$ cat src/rtl/shift_arbiter_if.sv
// Request/result bundle between the two requesters, the result consumer and shift_arbiter.
// master drives requests and result ready; slave is the arbiter side.
interface shift_arbiter_if;
  localparam int unsigned W  = 16;
  localparam int unsigned SW = 4;

  logic          req0_valid;
  logic          req0_ready;
  logic [W-1:0]  req0_data;
  logic [SW-1:0] req0_shamt;
  logic [1:0]    req0_op;

  logic          req1_valid;
  logic          req1_ready;
  logic [W-1:0]  req1_data;
  logic [SW-1:0] req1_shamt;
  logic [1:0]    req1_op;

  logic          res_valid;
  logic          res_ready;
  logic [W-1:0]  res_data;
  logic          res_id;

  modport master (
    output req0_valid, req0_data, req0_shamt, req0_op,
    output req1_valid, req1_data, req1_shamt, req1_op,
    output res_ready,
    input  req0_ready, req1_ready,
    input  res_valid, res_data, res_id
  );

  modport slave (
    input  req0_valid, req0_data, req0_shamt, req0_op,
    input  req1_valid, req1_data, req1_shamt, req1_op,
    input  res_ready,
    output req0_ready, req1_ready,
    output res_valid, res_data, res_id
  );
endinterface

$ cat src/rtl/shift_arbiter.sv
// Round-robin arbiter for two requesters sharing a 16-bit shift/rotate unit.
// Two stages: registered operands (S1), rotate+mask, registered result (S2).
module shift_arbiter (
  input  logic            clk,
  input  logic            rst_n,
  input  logic            flush,
  shift_arbiter_if.slave  bus,
  output logic            busy
);
  localparam int unsigned W  = 16;
  localparam int unsigned SW = 4;

  typedef enum logic [1:0] {
    OP_ROR = 2'b00,
    OP_SLL = 2'b01,
    OP_SRL = 2'b10,
    OP_SRA = 2'b11
  } op_e;

  logic          s1_valid;
  logic [W-1:0]  s1_data;
  logic [SW-1:0] s1_shamt;
  op_e           s1_op;
  logic          s1_id;

  logic          s2_valid;
  logic [W-1:0]  s2_data;
  logic          s2_id;

  logic          prio;

  logic          gnt0, gnt1;
  logic          s2_load, s1_free;
  logic          acc0, acc1, acc;

  logic [SW-1:0]  rot_amt;
  logic [2*W-1:0] dbl;
  logic [W-1:0]   rot, hi_mask, lo_mask, shift_res;

  // prio=0 favours port 0 when both ports are valid
  always_comb begin
    gnt0    = bus.req0_valid & (~bus.req1_valid | ~prio);
    gnt1    = bus.req1_valid & (~bus.req0_valid | prio);
    s2_load = s1_valid & (~s2_valid | bus.res_ready);
    s1_free = ~s1_valid | s2_load;
  end

  assign bus.req0_ready = gnt0 & s1_free & ~flush;
  assign bus.req1_ready = gnt1 & s1_free & ~flush;

  assign acc0 = bus.req0_valid & bus.req0_ready;
  assign acc1 = bus.req1_valid & bus.req1_ready;
  assign acc  = acc0 | acc1;

  // All ops share one right-rotate; SLL rotates by (16-n) mod 16 instead
  always_comb begin
    rot_amt   = s1_shamt;
    if (s1_op == OP_SLL) begin
      rot_amt = SW'(W - 32'(s1_shamt));
    end
    dbl       = {s1_data, s1_data} >> rot_amt;
    rot       = dbl[W-1:0];
    hi_mask   = ~({W{1'b1}} >> s1_shamt);
    lo_mask   = ~({W{1'b1}} << s1_shamt);
    shift_res = rot;
    case (s1_op)
      OP_ROR:  shift_res = rot;
      OP_SLL:  shift_res = rot & ~lo_mask;
      OP_SRL:  shift_res = rot & ~hi_mask;
      OP_SRA:  shift_res = s1_data[W-1] ? (rot | hi_mask) : (rot & ~hi_mask);
      default: shift_res = rot;
    endcase
  end

  // Operand stage
  always_ff @(posedge clk or negedge rst_n) begin
    if (!rst_n) begin
      s1_valid <= 1'b0;
      s1_data  <= '0;
      s1_shamt <= '0;
      s1_op    <= OP_ROR;
      s1_id    <= 1'b0;
    end else if (flush) begin
      s1_valid <= 1'b0;
    end else if (acc) begin
      s1_valid <= 1'b1;
      s1_data  <= acc1 ? bus.req1_data  : bus.req0_data;
      s1_shamt <= acc1 ? bus.req1_shamt : bus.req0_shamt;
      s1_op    <= op_e'(acc1 ? bus.req1_op : bus.req0_op);
      s1_id    <= acc1;
    end else if (s2_load) begin
      s1_valid <= 1'b0;
    end
  end

  // Result stage; data/id only change on a load so they hold under back-pressure
  always_ff @(posedge clk or negedge rst_n) begin
    if (!rst_n) begin
      s2_valid <= 1'b0;
      s2_data  <= '0;
      s2_id    <= 1'b0;
    end else if (flush) begin
      s2_valid <= 1'b0;
    end else if (s2_load) begin
      s2_valid <= 1'b1;
      s2_data  <= shift_res;
      s2_id    <= s1_id;
    end else if (bus.res_ready) begin
      s2_valid <= 1'b0;
    end
  end

  // After an accept the other port gets priority
  always_ff @(posedge clk or negedge rst_n) begin
    if (!rst_n) begin
      prio <= 1'b0;
    end else if (acc) begin
      prio <= acc0;
    end
  end

  assign bus.res_valid = s2_valid;
  assign bus.res_data  = s2_data;
  assign bus.res_id    = s2_id;
  assign busy          = s1_valid | s2_valid;
endmodule

$ cat src/flat_wrapper.sv
// flat-port wrapper written by rule: the top's interface ports become plain ports
module shift_arbiter_flat 
  (clk, rst_n, flush, busy, bus_req0_valid, bus_req0_data, bus_req0_shamt, bus_req0_op, bus_req1_valid, bus_req1_data, bus_req1_shamt, bus_req1_op, bus_res_ready, bus_req0_ready, bus_req1_ready, bus_res_valid, bus_res_data, bus_res_id);
  shift_arbiter_if bus_i ();
  input  logic clk;
  input  logic rst_n;
  input  logic flush;
  output logic busy;
  input wire logic [$bits(bus_i.req0_valid)-1:0] bus_req0_valid;
  input wire logic [$bits(bus_i.req0_data)-1:0] bus_req0_data;
  input wire logic [$bits(bus_i.req0_shamt)-1:0] bus_req0_shamt;
  input wire logic [$bits(bus_i.req0_op)-1:0] bus_req0_op;
  input wire logic [$bits(bus_i.req1_valid)-1:0] bus_req1_valid;
  input wire logic [$bits(bus_i.req1_data)-1:0] bus_req1_data;
  input wire logic [$bits(bus_i.req1_shamt)-1:0] bus_req1_shamt;
  input wire logic [$bits(bus_i.req1_op)-1:0] bus_req1_op;
  input wire logic [$bits(bus_i.res_ready)-1:0] bus_res_ready;
  output wire logic [$bits(bus_i.req0_ready)-1:0] bus_req0_ready;
  output wire logic [$bits(bus_i.req1_ready)-1:0] bus_req1_ready;
  output wire logic [$bits(bus_i.res_valid)-1:0] bus_res_valid;
  output wire logic [$bits(bus_i.res_data)-1:0] bus_res_data;
  output wire logic [$bits(bus_i.res_id)-1:0] bus_res_id;
  assign bus_i.req0_valid = bus_req0_valid;
  assign bus_i.req0_data = bus_req0_data;
  assign bus_i.req0_shamt = bus_req0_shamt;
  assign bus_i.req0_op = bus_req0_op;
  assign bus_i.req1_valid = bus_req1_valid;
  assign bus_i.req1_data = bus_req1_data;
  assign bus_i.req1_shamt = bus_req1_shamt;
  assign bus_i.req1_op = bus_req1_op;
  assign bus_i.res_ready = bus_res_ready;
  assign bus_req0_ready = bus_i.req0_ready;
  assign bus_req1_ready = bus_i.req1_ready;
  assign bus_res_valid = bus_i.res_valid;
  assign bus_res_data = bus_i.res_data;
  assign bus_res_id = bus_i.res_id;
  shift_arbiter u_core (.clk(clk), .rst_n(rst_n), .flush(flush), .bus(bus_i), .busy(busy));
endmodule
$ cat config.mk
export PLATFORM = sky130hd
export DESIGN_NAME = shift_arbiter_flat
export DESIGN_NICKNAME = d
export VERILOG_FILES = /design/src/rtl/shift_arbiter_if.sv /design/src/rtl/shift_arbiter.sv /design/src/flat_wrapper.sv
export SDC_FILE = /design/constraint.sdc
export NUM_CORES = 1
export LEC_CHECK = 0
export ABC_AREA = 1
export CAP_MARGIN = 25
export CELL_PAD_IN_SITES_DETAIL_PLACEMENT = 1
export CELL_PAD_IN_SITES_GLOBAL_PLACEMENT = 2
export CORE_ASPECT_RATIO = 0.9
export CORE_MARGIN = 3
export CORE_UTILIZATION = 30
export CTS_CLUSTER_SIZE = 25
export DETAILED_ROUTE_END_ITERATION = 8
export PLACE_DENSITY = 0.83
export SLEW_MARGIN = 20
export SYNTH_ARGS = -nofsm -noshare
export SYNTH_HDL_FRONTEND = slang
export SYNTH_SLANG_ARGS = --single-unit
$ cat constraint.sdc
create_clock -name clk -period 6.4 [get_ports clk]
set_clock_uncertainty 0.1 [all_clocks]
set_input_delay 0.96 -clock clk [delete_from_list [all_inputs] [get_ports clk]]
set_output_delay 0.96 -clock clk [all_outputs]
set_load 0.01 [all_outputs]
==> run summary <==
Antenna diodes: 0
Top post-synthesis cells by count: nand2_1, nand3_1, nor2_1, inv_1, dfrtp_1
Post-route ant nets: 0
Drt first pass iters: 4
R2R setup slack: 3130 ps
Die area: 0.0119 sq mm
# clock sinks: 43
Gp weighted congestion: 0.884
Setup crit start: flush
Hold Path Origin: u_core.bus.res_data[0]$_DFFE_PN0P_
Drt first-iter violations: 148
Later-pin clock latency in the skew report: 300 ps
Layout area overhead: 28.8%
Vias in the first global route: 3602
Final setup violation count: 0
Root Driver: clkbuf_16
Hold_buf cts: 0
Leak: 1.87 nW
F_max: 242 MHz
Ys flop type: dfrtp_1
Worst hold path cell count: 2
Num CTS Buffers: 5
CTS tree: yes
Worst R2R Path Depth: 9
Post-synth EDFFs: 0
Status: completed
IO Count: 71
Row count: 35
Worst r2r src: u_core.s1_shamt[0]$_DFFE_PN0P_
Worst-path clk slew: 70 ps
Worst path required time: 5340 ps
Yosys top cell area share: 33.7%
Post-Synthesis Cell Area: 0.00319 sq mm
Starting density of the core: 31.0%
Die span in y: 104 um
Hold Crit Class: flip-flop to flip-flop
Core Region: 0.0103 sq mm
Unrepaired setup endpoints after global routing: false
Post-DP HPWL: 8340 um
Final wirelength: 10500 um
Max Slew Vio Count: 0
Mean Syn Cell Area: 6.98 sq um
Worst reg2reg endpoint: u_core.bus.res_data[2]$_DFFE_PN0P_
Post CTS Setup Buffer Count: 0
Syn nets: 511
CP Data Arrival Time: 3070 ps
Asr flop ratio synth: 100%
CP most frequent cell: clkdlybuf4s50_1
Vias/cell: 5.28
Most common cell in the netlist: nand2_1
Slowest cell on the critical path: clkdlybuf4s50_1
Cell Area, Placed: 0.00393 sq mm
Via count: 3398
Nets: 568
CTS max path bufs: 2
WL per Instance: 16.3 um
Leading area contributor after synthesis: dfrtp_1
Die width: 115 um
CP cell instances: clkdlybuf4s50_1 > nor2_1 > nand3_1 > buf_4 > inv_1 > clkdlybuf4s50_1
Crit end category: primary output
Largest net degree at the start of global routing: 44
Synth Register Bits: 43
CP Class: input port to primary output
Post-synthesis cell type count: 27
Cell count after synthesis: 457
Hold EP: u_core.bus.res_data[0]$_DFFE_PN0P_
Resized cells post-CTS: 0
# Max-Cap Violations: 0
GRT Util Overall: 18.6%
First-pass GRT wire length: 17900 um
Final total power: 1.71 mW
Share of layout cells above drive strength 1: 7.96%
Number of port buffers: 70
Top cells by area, synth: dfrtp_1, nand3_1, nand2_1, o21ai_0, nor2_1
Max FO, Critical Path: 26
CP max stage delay: 660 ps
Tmin final: 4130 ps
Post-synthesis sequential area ratio: 33.7%
Max VDD drop: 0.165 mV
Final Hold Viols: 0
Htree depth: 2
Final Util: 39.9%
Worst slack at placement: 2230 ps
Tightest Pin Transition: 966 ps
Initial antenna violation count: 0
Yosys synthesis warning count: 0
DRC: 0
Max transition margin: 35.2%
Design Area, Final: 0.00411 sq mm
Setup total negative slack: 0 ps
Setup ws final: 2270 ps
Total congestion overflow: 0
Final Cycle Share: 64.6%
CP Launch Type: input port
PwrDens: 416 mW/mm^2
layer usage:
layer	GRT usage [%]	part of all wire [%]	vias up
met3	4.09	4.2	9
met1	24.9	46	1654
met5	0	0	-
met4	3.60	1.1	0
met2	30.9	48	71
li1	-	-	1664
cell families after synthesis:
group                    count (synthesis)  synth area share [%]
AND/OR/NAND/NOR                        235                  36.0
AO/OA/AOI/OAI                          104                  18.2
buffers and inverters                   71                  10.4
flip-flops                              43                  33.7
adder cells (fa/ha/maj)                  4                  1.57
through the flow:
| stage | std cells | hold slack [ps] |
|---|---|---|
| final | 644 | 394 |
| after global routing | 644 | 430 |
| after CTS | 644 | 397 |
| after detailed placement | 636 | 380 |
| after global placement | 635 | 370 |
| after floorplan | 457 | 389 |
sequential cells by signal, indices dropped and copies added, names as in the netlist:
signal,count
u_core.bus.res_data,16
u_core.s1_data,16
u_core.s1_shamt,4
u_core.s1_op,2
u_core.bus.res_id,1
u_core.bus.res_valid,1
u_core.prio,1
u_core.s1_id,1
u_core.s1_valid,1
where the power goes:
part | leakage, nW | total [mW] | switching [mW] | internal, mW
logic | 1.27 | 0.959 | 0.590 | 0.369
clock network | 0.0875 | 0.315 | 0.119 | 0.196
registers | 0.509 | 0.434 | 0.0717 | 0.363
worst max-delay path, delay by kind of cell:
kind,cells,cell delay (ps)
buf+inv,4,1880
simple gates,2,230
final cells by class:
class	instances	area (sq um)
Clock buffer	6	139
Clock inverter	2	38.8
Fill cell	1286	6180
Inverter	49	191
Multi-Input combinational cell	343	1780
Sequential cell	43	1080
Tap cell	129	161
Timing Repair Buffer	72	721
placed cells by master (no fill, tap or decap):
cell type,netlist,layout
nor3_4,1,1
inv_4,3,3
inv_1,44,44
clkbuf_8,0,1
nor2_2,1,1
clkdlybuf4s50_1,0,69
nor3_2,1,1
o22ai_1,25,25
a21oi_1,32,32
nand2_2,2,2
nand3_2,16,16
a22o_1,2,2
a31oi_1,1,1
nand3_1,78,78
nand2_1,83,83
buf_8,0,1
ha_1,4,4
o21ai_0,36,36
clkinv_1,2,2
bufinv_16,0,1
a22oi_1,5,5
o211ai_1,2,2
nor2_1,48,48
buf_4,0,2
dfrtp_1,43,43
clkbuf_16,0,5
o21ai_2,1,1
nand3_4,1,1
nand2_4,4,4
inv_6,0,1
worst max path at each step:
| stage | to | cells after the start |
|---|---|---|
| floorplan | bus_req1_ready | 5 |
| global placement | bus_req1_ready | 6 |
| detailed placement | bus_req1_ready | 6 |
| CTS | bus_req1_ready | 6 |
| global route | bus_req1_ready | 6 |
| finish | bus_req1_ready | 6 |
No activity file was read; power rests on OpenSTA's default activity.
